==> src/rtl/vfu_cfu_req_buffer.sv <==
// Purpose: decouples the CVA5 CFU master from VFU stalls (request FIFO), caps in-flight VFU work, registers responses.
// Latency: request 1 cycle (no bypass), response 1 cycle through a 2-entry skid; m_req_en is the only combinational path.
// Backpressure: s_req_ready/m_resp_ready come from registered FIFO state, never from the opposite side's ready.

// Generic FIFO: register-array storage, count-based full/empty, head entry presented directly on o_dat.
// Latency: an entry pushed into an empty FIFO is visible at the head the following cycle.
// Backpressure: pushes while full and pops while empty are ignored; o_full/o_empty depend only on state.
module vfu_cfu_fifo #(
    parameter int W     = 8,
    parameter int DEPTH = 4
) (
    input  logic         i_clk,
    input  logic         i_rst,
    input  logic         i_push,
    input  logic [W-1:0] i_dat,
    input  logic         i_pop,
    output logic [W-1:0] o_dat,
    output logic         o_full,
    output logic         o_empty
);
    localparam int AW = $clog2(DEPTH);

    logic [W-1:0]  r_mem [DEPTH];
    logic [AW-1:0] r_wr_ptr;
    logic [AW-1:0] r_rd_ptr;
    logic [AW:0]   r_count;
    logic          w_push;
    logic          w_pop;

    assign w_push  = i_push && !o_full;
    assign w_pop   = i_pop && !o_empty;
    assign o_full  = (r_count == (AW+1)'(DEPTH));
    assign o_empty = (r_count == '0);
    assign o_dat   = r_mem[r_rd_ptr];

    // Storage is cleared on reset so the head output reads zero while empty after reset.
    always_ff @(posedge i_clk or posedge i_rst) begin
        if (i_rst) begin
            for (int i = 0; i < DEPTH; i++) begin
                r_mem[i] <= '0;
            end
        end else if (w_push) begin
            r_mem[r_wr_ptr] <= i_dat;
        end
    end

    // Pointers wrap naturally because DEPTH is a power of two; count tracks occupancy.
    always_ff @(posedge i_clk or posedge i_rst) begin
        if (i_rst) begin
            r_wr_ptr <= '0;
            r_rd_ptr <= '0;
            r_count  <= '0;
        end else begin
            if (w_push) begin
                r_wr_ptr <= r_wr_ptr + 1'b1;
            end
            if (w_pop) begin
                r_rd_ptr <= r_rd_ptr + 1'b1;
            end
            case ({w_push, w_pop})
                2'b10:   r_count <= r_count + 1'b1;
                2'b01:   r_count <= r_count - 1'b1;
                default: r_count <= r_count;
            endcase
        end
    end
endmodule

// Request buffer between the core CFU master port and the VFU CFU slave port.
// Latency: core request to VFU request 1 cycle minimum; VFU response to core response 1 cycle.
// Backpressure: requests stall at the FIFO when the VFU stalls or MAX_OUT requests are in flight.
module vfu_cfu_req_buffer #(
    parameter int DEPTH               = 4,
    parameter int MAX_OUT             = 8,
    parameter int C_M_CFU_REQ_ID_W    = 4,
    parameter int C_M_CFU_CFU_ID_W    = 2,
    parameter int C_M_CFU_STATE_ID_W  = 2,
    parameter int C_M_CFU_FUNC_ID_W   = 10,
    parameter int C_M_CFU_INSN_W      = 32,
    parameter int C_M_CFU_DATA_W      = 32,
    parameter int C_M_CFU_STATUS_W    = 3,
    parameter int REQ_PKT_W  = 1 + C_M_CFU_REQ_ID_W + C_M_CFU_CFU_ID_W + C_M_CFU_STATE_ID_W
                             + C_M_CFU_FUNC_ID_W + C_M_CFU_INSN_W + 2*C_M_CFU_DATA_W,
    parameter int RESP_PKT_W = C_M_CFU_REQ_ID_W + C_M_CFU_STATUS_W + C_M_CFU_DATA_W
) (
    input  logic                  clk,
    input  logic                  rst,
    input  logic                  s_req_en,
    input  logic                  s_req_valid,
    output logic                  s_req_ready,
    input  logic [REQ_PKT_W-1:0]  s_req_pkt,
    output logic                  s_resp_valid,
    input  logic                  s_resp_ready,
    output logic [RESP_PKT_W-1:0] s_resp_pkt,
    output logic                  m_req_en,
    output logic                  m_req_valid,
    input  logic                  m_req_ready,
    output logic [REQ_PKT_W-1:0]  m_req_pkt,
    input  logic                  m_resp_valid,
    output logic                  m_resp_ready,
    input  logic [RESP_PKT_W-1:0] m_resp_pkt,
    output logic [7:0]            outstanding,
    output logic                  resp_err
);
    logic       w_req_full;
    logic       w_req_empty;
    logic       w_req_push;
    logic       w_req_hs;
    logic       w_cap_ok;
    logic       w_resp_full;
    logic       w_resp_empty;
    logic       w_resp_hs;
    logic       w_resp_pop;
    logic [7:0] r_outstanding;
    logic       r_resp_err;

    assign m_req_en     = s_req_en;

    assign s_req_ready  = !w_req_full;
    assign w_req_push   = s_req_valid && s_req_ready;
    assign w_cap_ok     = (r_outstanding < 8'(MAX_OUT));
    assign m_req_valid  = !w_req_empty && w_cap_ok;
    assign w_req_hs     = m_req_valid && m_req_ready;

    assign m_resp_ready = !w_resp_full;
    assign w_resp_hs    = m_resp_valid && m_resp_ready;
    assign s_resp_valid = !w_resp_empty;
    assign w_resp_pop   = s_resp_valid && s_resp_ready;

    assign outstanding  = r_outstanding;
    assign resp_err     = r_resp_err;

    vfu_cfu_fifo #(
        .W     (REQ_PKT_W),
        .DEPTH (DEPTH)
    ) u_req_fifo (
        .i_clk   (clk),
        .i_rst   (rst),
        .i_push  (w_req_push),
        .i_dat   (s_req_pkt),
        .i_pop   (w_req_hs),
        .o_dat   (m_req_pkt),
        .o_full  (w_req_full),
        .o_empty (w_req_empty)
    );

    // Response skid is a 2-deep FIFO so core-side ready never reaches the VFU combinationally.
    vfu_cfu_fifo #(
        .W     (RESP_PKT_W),
        .DEPTH (2)
    ) u_resp_skid (
        .i_clk   (clk),
        .i_rst   (rst),
        .i_push  (w_resp_hs),
        .i_dat   (m_resp_pkt),
        .i_pop   (w_resp_pop),
        .o_dat   (s_resp_pkt),
        .o_full  (w_resp_full),
        .o_empty (w_resp_empty)
    );

    // Track in-flight requests; a response with nothing in flight is flagged sticky and still forwarded.
    always_ff @(posedge clk or posedge rst) begin
        if (rst) begin
            r_outstanding <= 8'd0;
            r_resp_err    <= 1'b0;
        end else begin
            if (w_resp_hs && (r_outstanding == 8'd0)) begin
                r_resp_err <= 1'b1;
            end
            if (w_req_hs && !w_resp_hs) begin
                r_outstanding <= r_outstanding + 8'd1;
            end else if (w_resp_hs && !w_req_hs && (r_outstanding != 8'd0)) begin
                r_outstanding <= r_outstanding - 8'd1;
            end
        end
    end
endmodule

==> config.mk <==
export PLATFORM = sky130hd
export DESIGN_NAME = vfu_cfu_req_buffer
export DESIGN_NICKNAME = d
export VERILOG_FILES = /design/src/rtl/vfu_cfu_req_buffer.sv
export SDC_FILE = /design/constraint.sdc
export NUM_CORES = 1
export LEC_CHECK = 0
export BUFFER_PORTS_ARGS = -buffer_cell sky130_fd_sc_hd__buf_2
export CAP_MARGIN = 10
export CORE_ASPECT_RATIO = 0.75
export CORE_UTILIZATION = 40
export DETAILED_ROUTE_END_ITERATION = 8
export GPL_TIMING_DRIVEN = 0
export PLACE_DENSITY = 0.63
export SLEW_MARGIN = 10
export SYNTH_ARGS = -nofsm -noshare
export SYNTH_HDL_FRONTEND = slang
export SYNTH_HIERARCHICAL = 1
export SYNTH_SLANG_ARGS = --single-unit
==> constraint.sdc <==
create_clock -name clk -period 27.6 [get_ports clk]
set_input_delay 4.14 -clock clk [delete_from_list [all_inputs] [get_ports clk]]
set_output_delay 4.14 -clock clk [all_outputs]
set_load 0.05 [all_outputs]
## Yosys cells after proc, flatten, opt, wreduce, memory -nomap -nowiden

Index checks and enable logic that the tools add are counted.

- Register bits: 558
- Input bits: 161
- Logic and storage cells: 85

- Add/subtract/negate cells: 10
- Magnitude comparators: 7
- Equality and inequality tests: 6
- Mux-type cells: 16
- Bitwise gates (word level): 4
- Reduce and logical (&&, ||, !) cells: 28

Operators by type and width:

| operator | count |
|---|---|
| bitwise mux 460 bit | 1 |
| two-way mux 115 bit | 3 |
| binary-select mux 115 bit (select 2 bit) | 1 |
| demux 115 bit (select 2 bit) | 1 |
| two-way mux 39 bit | 4 |
| bitwise mux 78 bit | 1 |
| demux 39 bit (select 1 bit) | 1 |
| two-way mux 8 bit | 2 |
| logical AND 1 bit | 15 |
| adder 8 x 1 -> 8 bit, second input constant | 1 |
| logical NOT 8 bit | 1 |
| < comparator 8 x 4 -> 1 bit, second input constant | 1 |
| nonzero test 8 bit | 1 |
| subtractor 8 x 1 -> 8 bit, second input constant | 1 |
| adder 2 x 1 -> 2 bit, second input constant | 3 |
| equality test 2 bit, second input constant | 3 |
| greater-or-equal comparator 3 bit, second input constant | 2 |
| logical NOT 1 bit | 6 |
| NOT 2 -> 3 bit | 2 |
| one-hot mux 3 bit (2 select lines) | 1 |
| nonzero test 2 bit | 3 |
| equality test 2 x 1 -> 1 bit, second input constant | 2 |
| greater-or-equal comparator 2 bit, second input constant | 2 |
| NOT 1 -> 2 bit | 2 |
| 10 further kinds | 11 |

## Depth between registers and ports, before layout

Gate-level depths: netlist of run 1.

- Depth after elaboration: 9
- Gate-level depth with buffers: 11

## Cells and area by module

The synthesis of run 1 kept the hierarchy.

By module, submodules not included:

| module | times used | cells an instance | area each (um^2) | seq. area each (um^2) |
|---|---|---|---|---|
| vfu_cfu_fifo at u_req_fifo | 1 | 1150 | 20113.0 | 11686.2 |
| vfu_cfu_fifo at u_resp_skid | 1 | 226 | 3657.3 | 2052.0 |
| vfu_cfu_req_buffer | 1 | 66 | 704.4 | 225.2 |

## Worst setup path before layout of run 1

No wires, ideal clock.

- Kind: input -> output
- Start point: input s_req_en
- End point: output m_req_en
- Arrival time: 4.310 ns
- Required time: 23.460 ns
- Slack: 19.150 ns
- Stages on the path: 1
- Buffers on the path: 1
- Cell sequence: buf_4

RTL lines:

| element | RTL line | source |
|---|---|---|
| start: declaration | 88 | `input logic s_req_en,` |
| end: declaration | 95 | `output logic m_req_en,` |

No word-level cell between the ends.

## Worst setup path in the final report of run 1

- Start point: input s_req_en
- End point: output m_req_en

No word-level cell between the ends.

==> metrics, run 1 <==
Reg2Reg Setup Slack 24.67 ns; Initial Utilization 40.45%; Syn Std Cell Area 0.02447 mm2; syn nets about 1600; Warnings, synthesis 6; Detailed Place HPWL 39.68 mm; RSZ-0062 raised after global routing no; gp weighted congestion 0.7668; Worst Setup End Kind primary output; Critical Path AT around 4.5 ns; Post-CTS Resized 0; R2R Path Start u_resp_skid/r_count[0]$_DFFE_PP0P_; Ports 329; share of cells above drive strength 1 around two thirds; DRC violations left 72; Min-Delay Startpoint resp_err$_DFFE_PP0P_; routed vias 13874; Post-synth ARST share 100.0%; delay-heaviest family, CP buffers and inverters; Syn Area/Cell 16.97 um2; max-cap violations 0; row count 78; status finished, violations left; H-tree depth 2; WL final 57.54 mm; final setup fails 0; terminus of the critical flop-to-flop path outstanding[7]$_DFFE_PP0P_; initial antenna violation count 12; final hold violations 0; Clock transition at path regs 0.06 ns; Final ANT Viol Nets 0; max-slew violation count 0; die area ~0.062 mm2; failing checks DRC; Slew headroom roughly two fifths; drt first-iter violations 543; grt ovf 0; clock tree buffer depth 3; DRT Pass-1 Iters 8; worst slew pin tran approximately 0.93 ns; P&R area growth vs syn 19.35%; worst setup path start s_req_en; Clock Skew 0.01004 ns; depth of the most critical reg-to-reg path 10; critical path's slowest cell buf_2; achievable frequency 0.1163 GHz; Nets around 2000; Seq/Total Area, Yosys 57.05%; clock tree from TritonCTS built; CP Cell Sequence buf_4, buf_2; Worst Hold Depth 1; fill cell count 5280; vias in the first global route 15277; Critical Path RT 23.46 ns; setup TNS 0 ns; port bufs between 300 and 400; gr usage total a little under a fifth; Period minus WS final ~8.6 ns; number of flops mapped to enable cells by yosys 0; top_reg_cell synth dfrtp_1; DIE WIDTH 287.6 um; Netlist cell types 42; Tcrit/Tclk final 31.15%; Clk Latency, worst-skew pair 0.60 ns; CP startpoint kind input port; Post-Syn Instances 1442; crit-path max FO 1; Hold Crit Class flop to flop; area occupied by multi-input gates 0.009968 mm2; path type of the worst setup path input port to primary output; CTS sink cnt 558; pin count of the biggest net entering global routing about 120; FF+latch count, synth 558; area of the core 0.06051 mm2; WL per Instance between 20 and 25 um; Die Height roughly 220 um; post-DR vias/cell 5.171; Bufs and invs on worst path 2; Seq. cell area 0.01396 mm2; Worst path max stage delay 0.24 ns; post-CTS setup repair buffer count 0; global-route wire length before repair 90.80 mm; Worst Hold End resp_err$_DFFE_PP0P_; total CTS buffers 58; Root Driver clkbuf_16; hold_buf cts 0
==> Yosys cell counts, types with 2 or more instances <==
cell	count	area, um2
mux2_4	26	390.4
a21o_1	2	15.01
inv_1	13	48.80
nor2_1	6	22.52
xor2_1	9	78.83
buf_1	3	11.26
buf_6	7	78.83
nand2b_1	2	12.51
dfrtp_1	558	13960
nor2_2	4	25.02
buf_2	70	350.3
mux2_2	558	6284
clkbuf_1	3	11.26
mux4_2	115	2590
mux2i_1	2	20.02
o21ai_0	2	10.01
fa_1	2	40.04
nor3_1	2	10.01
ha_1	12	150.1
buf_4	3	22.52
nor2b_1	3	18.77
a21oi_1	5	25.02
a211oi_1	2	15.01
nand2_1	7	26.28
xnor2_1	9	78.83
==> cell usage in the layout, fill, tap and decap left out, types with 10 or more instances in the layout <==
| master | n |
|---|---|
| dfrtp_1 | 558 |
| buf_2 | 397 |
| clkbuf_16 | 61 |
| inv_1 | 11 |
| mux2_2 | 558 |
| clkbuf_1 | 18 |
| mux4_2 | 115 |
| ha_1 | 12 |
| clkinv_2 | 10 |
| clkbuf_8 | 13 |
| mux2_4 | 26 |
==> worst max path at each step <==
| stage | slack (ns) | end | depth (start not counted) |
|---|---|---|---|
| after floorplan | 10.44 | u_req_fifo/r_count[0]$_DFFE_PP0P_ | 1 |
| after global placement | 5.73 | u_req_fifo/r_mem[120]$_DFFE_PP0P_ | 2 |
| after global routing | 18.99 | m_req_en | 2 |
| final | 19.00 | m_req_en | 2 |
| after CTS | 19.00 | m_req_en | 2 |
| after detailed placement | 19.00 | m_req_en | 2 |
==> flip-flops by register name (all words and copies together) (netlist names) <==
signal / flops
u_req_fifo/r_mem: 460
u_resp_skid/r_mem: 78
outstanding: 8
u_req_fifo/r_count: 3
u_req_fifo/r_rd_ptr: 2
u_req_fifo/r_wr_ptr: 2
u_resp_skid/r_count: 2
resp_err: 1
u_resp_skid/r_rd_ptr: 1
u_resp_skid/r_wr_ptr: 1
==> layer usage <==
metal | up-vias | track usage, % | routed length (um)
met3 | 98 | 4.421 | 3356
met2 | 230 | 29.25 | 27000
met5 | - | 0 | 94
met1 | 7414 | 26.48 | 25870
met4 | 16 | 5.266 | 1218
li1 | 6116 | - | -
==> through the flow <==
stage / utilization (%) / worst slack, ns / hold WS, ns / instances / area [um2]
finish: 48.28 / 19.00 / 0.4598 / 2683 / 29210
global route: 48.27 / 18.99 / 0.4881 / 2680 / 29200
CTS: 48.26 / 19.00 / 0.4631 / 2678 / 29200
detailed placement: 45.05 / 19.00 / 0.4527 / 2574 / 27260
global placement: 44.81 / 5.728 / 0.4502 / 2569 / 27110
floorplan: - / 10.44 / 0.4608 / 1442 / 24470
==> layout make-up <==
cell class              count  area share, %
flip-flops and latches    558          47.80
plain buffers              87          1.692
clock buffers              89          6.031
inverters                  13         0.2013
well taps                 800          3.427
repair buffers            332          6.074
diodes                      5        0.04283
clock inverters            15         0.6082
multi-input cells         784          34.12
==> cell families (layout without fill, tap and decap cells) <==
kind of cell / count (synthesis) / count (layout) / synth area share [%]
and+or+nand+nor: 33 / 33 / 0.8844
other: 0 / 5 / 0
adders and majority gates: 14 / 14 / 0.7770
DFF: 558 / 558 / 57.05
xor gates and xnor gates: 18 / 18 / 0.6442
buffers and inverters: 100 / 536 / 2.219
AOI/OAI and AO/OA: 18 / 18 / 0.4908
muxes: 701 / 701 / 37.93
Power of run 1 is not shown: default switching activity piles up to over one toggle a cycle in this logic, so the estimate is an artifact.
==> run 2: changes to the inputs <==
==> constraint.sdc (replaced) <==
create_clock -name clk -period 8.43 [get_ports clk]
set_input_delay 1.2645 -clock clk [delete_from_list [all_inputs] [get_ports clk]]
set_output_delay 1.2645 -clock clk [all_outputs]
set_load 0.05 [all_outputs]
==> metrics, run 2 (same netlist as run 1, synthesis figures left out) <==
most frequent cells in the layout dfrtp_1, mux2_2, buf_2; Reg2Reg Setup Slack 5.52 ns; row count 78; port bufs approximately 330; failing checks DRC; gr usage total roughly a fifth; share of cells above drive strength 1 65.20%; depth of the most critical reg-to-reg path 10; Post-CTS Resized 0; area of the core 0.06051 mm2; Ports 329; DIE WIDTH 287.6 um; Hold Crit Class flop to flop; final hold violations 0; RSZ-0062 raised after global routing no; Die Height 216.2 um; clock tree from TritonCTS built; post-CTS setup repair buffer count 0; DRT Pass-1 Iters 6; CP startpoint kind flop; path type of the worst setup path flop to primary output; worst setup path start u_req_fifo/r_rd_ptr[1]$_DFFE_PP0P_; max-slew violation count 0; Clk Latency, worst-skew pair just over 0.6 ns; hold_buf cts 0; routed vias 13916; Clock Skew 0.02350 ns; worst slew pin tran 1.004 ns; Critical Path AT around 3.2 ns; Nets 2019; gp weighted congestion 0.7657; CTS sink cnt 558; Worst Setup EP m_req_pkt[86]; vias in the first global route 15395; R2R Path Start u_resp_skid/r_count[0]$_DFFE_PP0P_; terminus of the critical flop-to-flop path outstanding[7]$_DFFE_PP0P_; P&R area growth vs syn 20.58%; crit-path max FO 10; Critical Path RT just over 7 ns; achievable frequency approximately 0.22 GHz; Period minus WS final 4.449 ns; delay-heaviest family, CP buffers and inverters; WL final 57.96 mm; WL per Instance 21.50 um; final setup fails 0; Worst Setup End Kind primary output; Slew headroom 33.06%; total CTS buffers 58; global-route wire length before repair between 90 and 100 mm; max-cap violations 0; drt first-iter violations 616; post-route cell area 0.02951 mm2; Detailed Place HPWL between 40 and 50 mm; fill cell count 5197; Worst path max stage delay 0.59 ns; max reg flops 460; CP Cell Sequence clkbuf_1, buf_2, buf_1, mux4_2, buf_2; post-DR vias/cell 5.162; Reg with most FFs u_req_fifo/r_mem; DRC violations left slightly above 70; Final ANT Viol Nets 0; initial antenna violation count 13; status finished, violations left; Initial Utilization 40.45%; die area 0.06219 mm2; critical path's slowest cell buf_1; pin count of the biggest net entering global routing 52; Root Driver clkbuf_16; Tcrit/Tclk final 52.78%; CP most frequent cell buf_2; grt ovf 0; Bufs and invs on worst path 4; WP depth 5; Clock transition at path regs 0.06 ns; clock tree buffer depth 3; Post-Place Cell Area roughly 0.027 mm2; H-tree depth 2
==> run 2: cell types whose count changed in the layout (fill, tap and decap cells not counted), moves of 3 or more <==
cell and delta:
clkbuf_1 -5, buf_12 +12, bufinv_16 +5, diode_2 +3
==> run 2: worst register-to-register path, stage by stage, from the launching register on <==
cell and delay, ns:
dfrtp_1 0.42, nand2b_4 0.18, inv_1 0.07, and2b_1 0.27
or3_4 0.50, ha_1 0.38, o211ai_1 0.20, o21ai_1 0.12
o31ai_1 0.27, mux2i_1 0.25, xor2_1 0.16
==> run 2: through the flow <==
step | util [%] | cells | hold slack, ns | setup slack [ns] | setup TNS [ns]
6_report | 48.77 | 2696 | 0.4751 | 3.981 | 0
5_1_grt | 48.74 | 2689 | 0.5117 | 3.763 | 0
4_1_cts | 48.74 | 2688 | 0.4829 | 3.793 | 0
3_5_place_dp | 45.35 | 2584 | 0.4726 | 4.472 | 0
3_3_place_gp | 44.81 | 2569 | 0.4592 | -1.698 | -766.83
2_1_floorplan | - | 1442 | 0.4608 | 0.8426 | 0
==> run 2: layer usage <==
layer / global-route usage (%) / part of all wire (%) / vias up
met5: 0 / 0.17 / -
li1: - / - / 6144
met1: 27.30 / 44 / 7416
met2: 29.08 / 47 / 245
met3: 4.684 / 6.6 / 95
met4: 4.947 / 2.2 / 16
==> run 2: worst min-delay path by stage <==
stage	depth (start not counted)	start	to	slack [ns]
finish	1	resp_err$_DFFE_PP0P_	resp_err$_DFFE_PP0P_	0.48
detailed placement	1	resp_err$_DFFE_PP0P_	resp_err$_DFFE_PP0P_	0.47
CTS	1	resp_err$_DFFE_PP0P_	resp_err$_DFFE_PP0P_	0.48
global route	1	u_resp_skid/r_mem[23]$_DFFE_PP0P_	u_resp_skid/r_mem[23]$_DFFE_PP0P_	0.51
global placement	1	resp_err$_DFFE_PP0P_	resp_err$_DFFE_PP0P_	0.46
floorplan	1	u_resp_skid/r_wr_ptr$_DFFE_PP0P_	u_resp_skid/r_wr_ptr$_DFFE_PP0P_	0.46
==> run 2: final cells by class <==
class / count / area, um2 / area share, %
repair buffers: 342 / 1959 / 6.640
clock buffers: 84 / 1720 / 5.830
inverters: 13 / 55.05 / 0.1866
multi-input cells: 784 / 9968 / 33.78
diodes: 8 / 20.02 / 0.06784
well taps: 800 / 1001 / 3.392
plain buffers: 87 / 494.2 / 1.675
flip-flops and latches: 558 / 13960 / 47.32
clock inverters: 20 / 329.1 / 1.115
Power of run 2 is left out for the same reason.
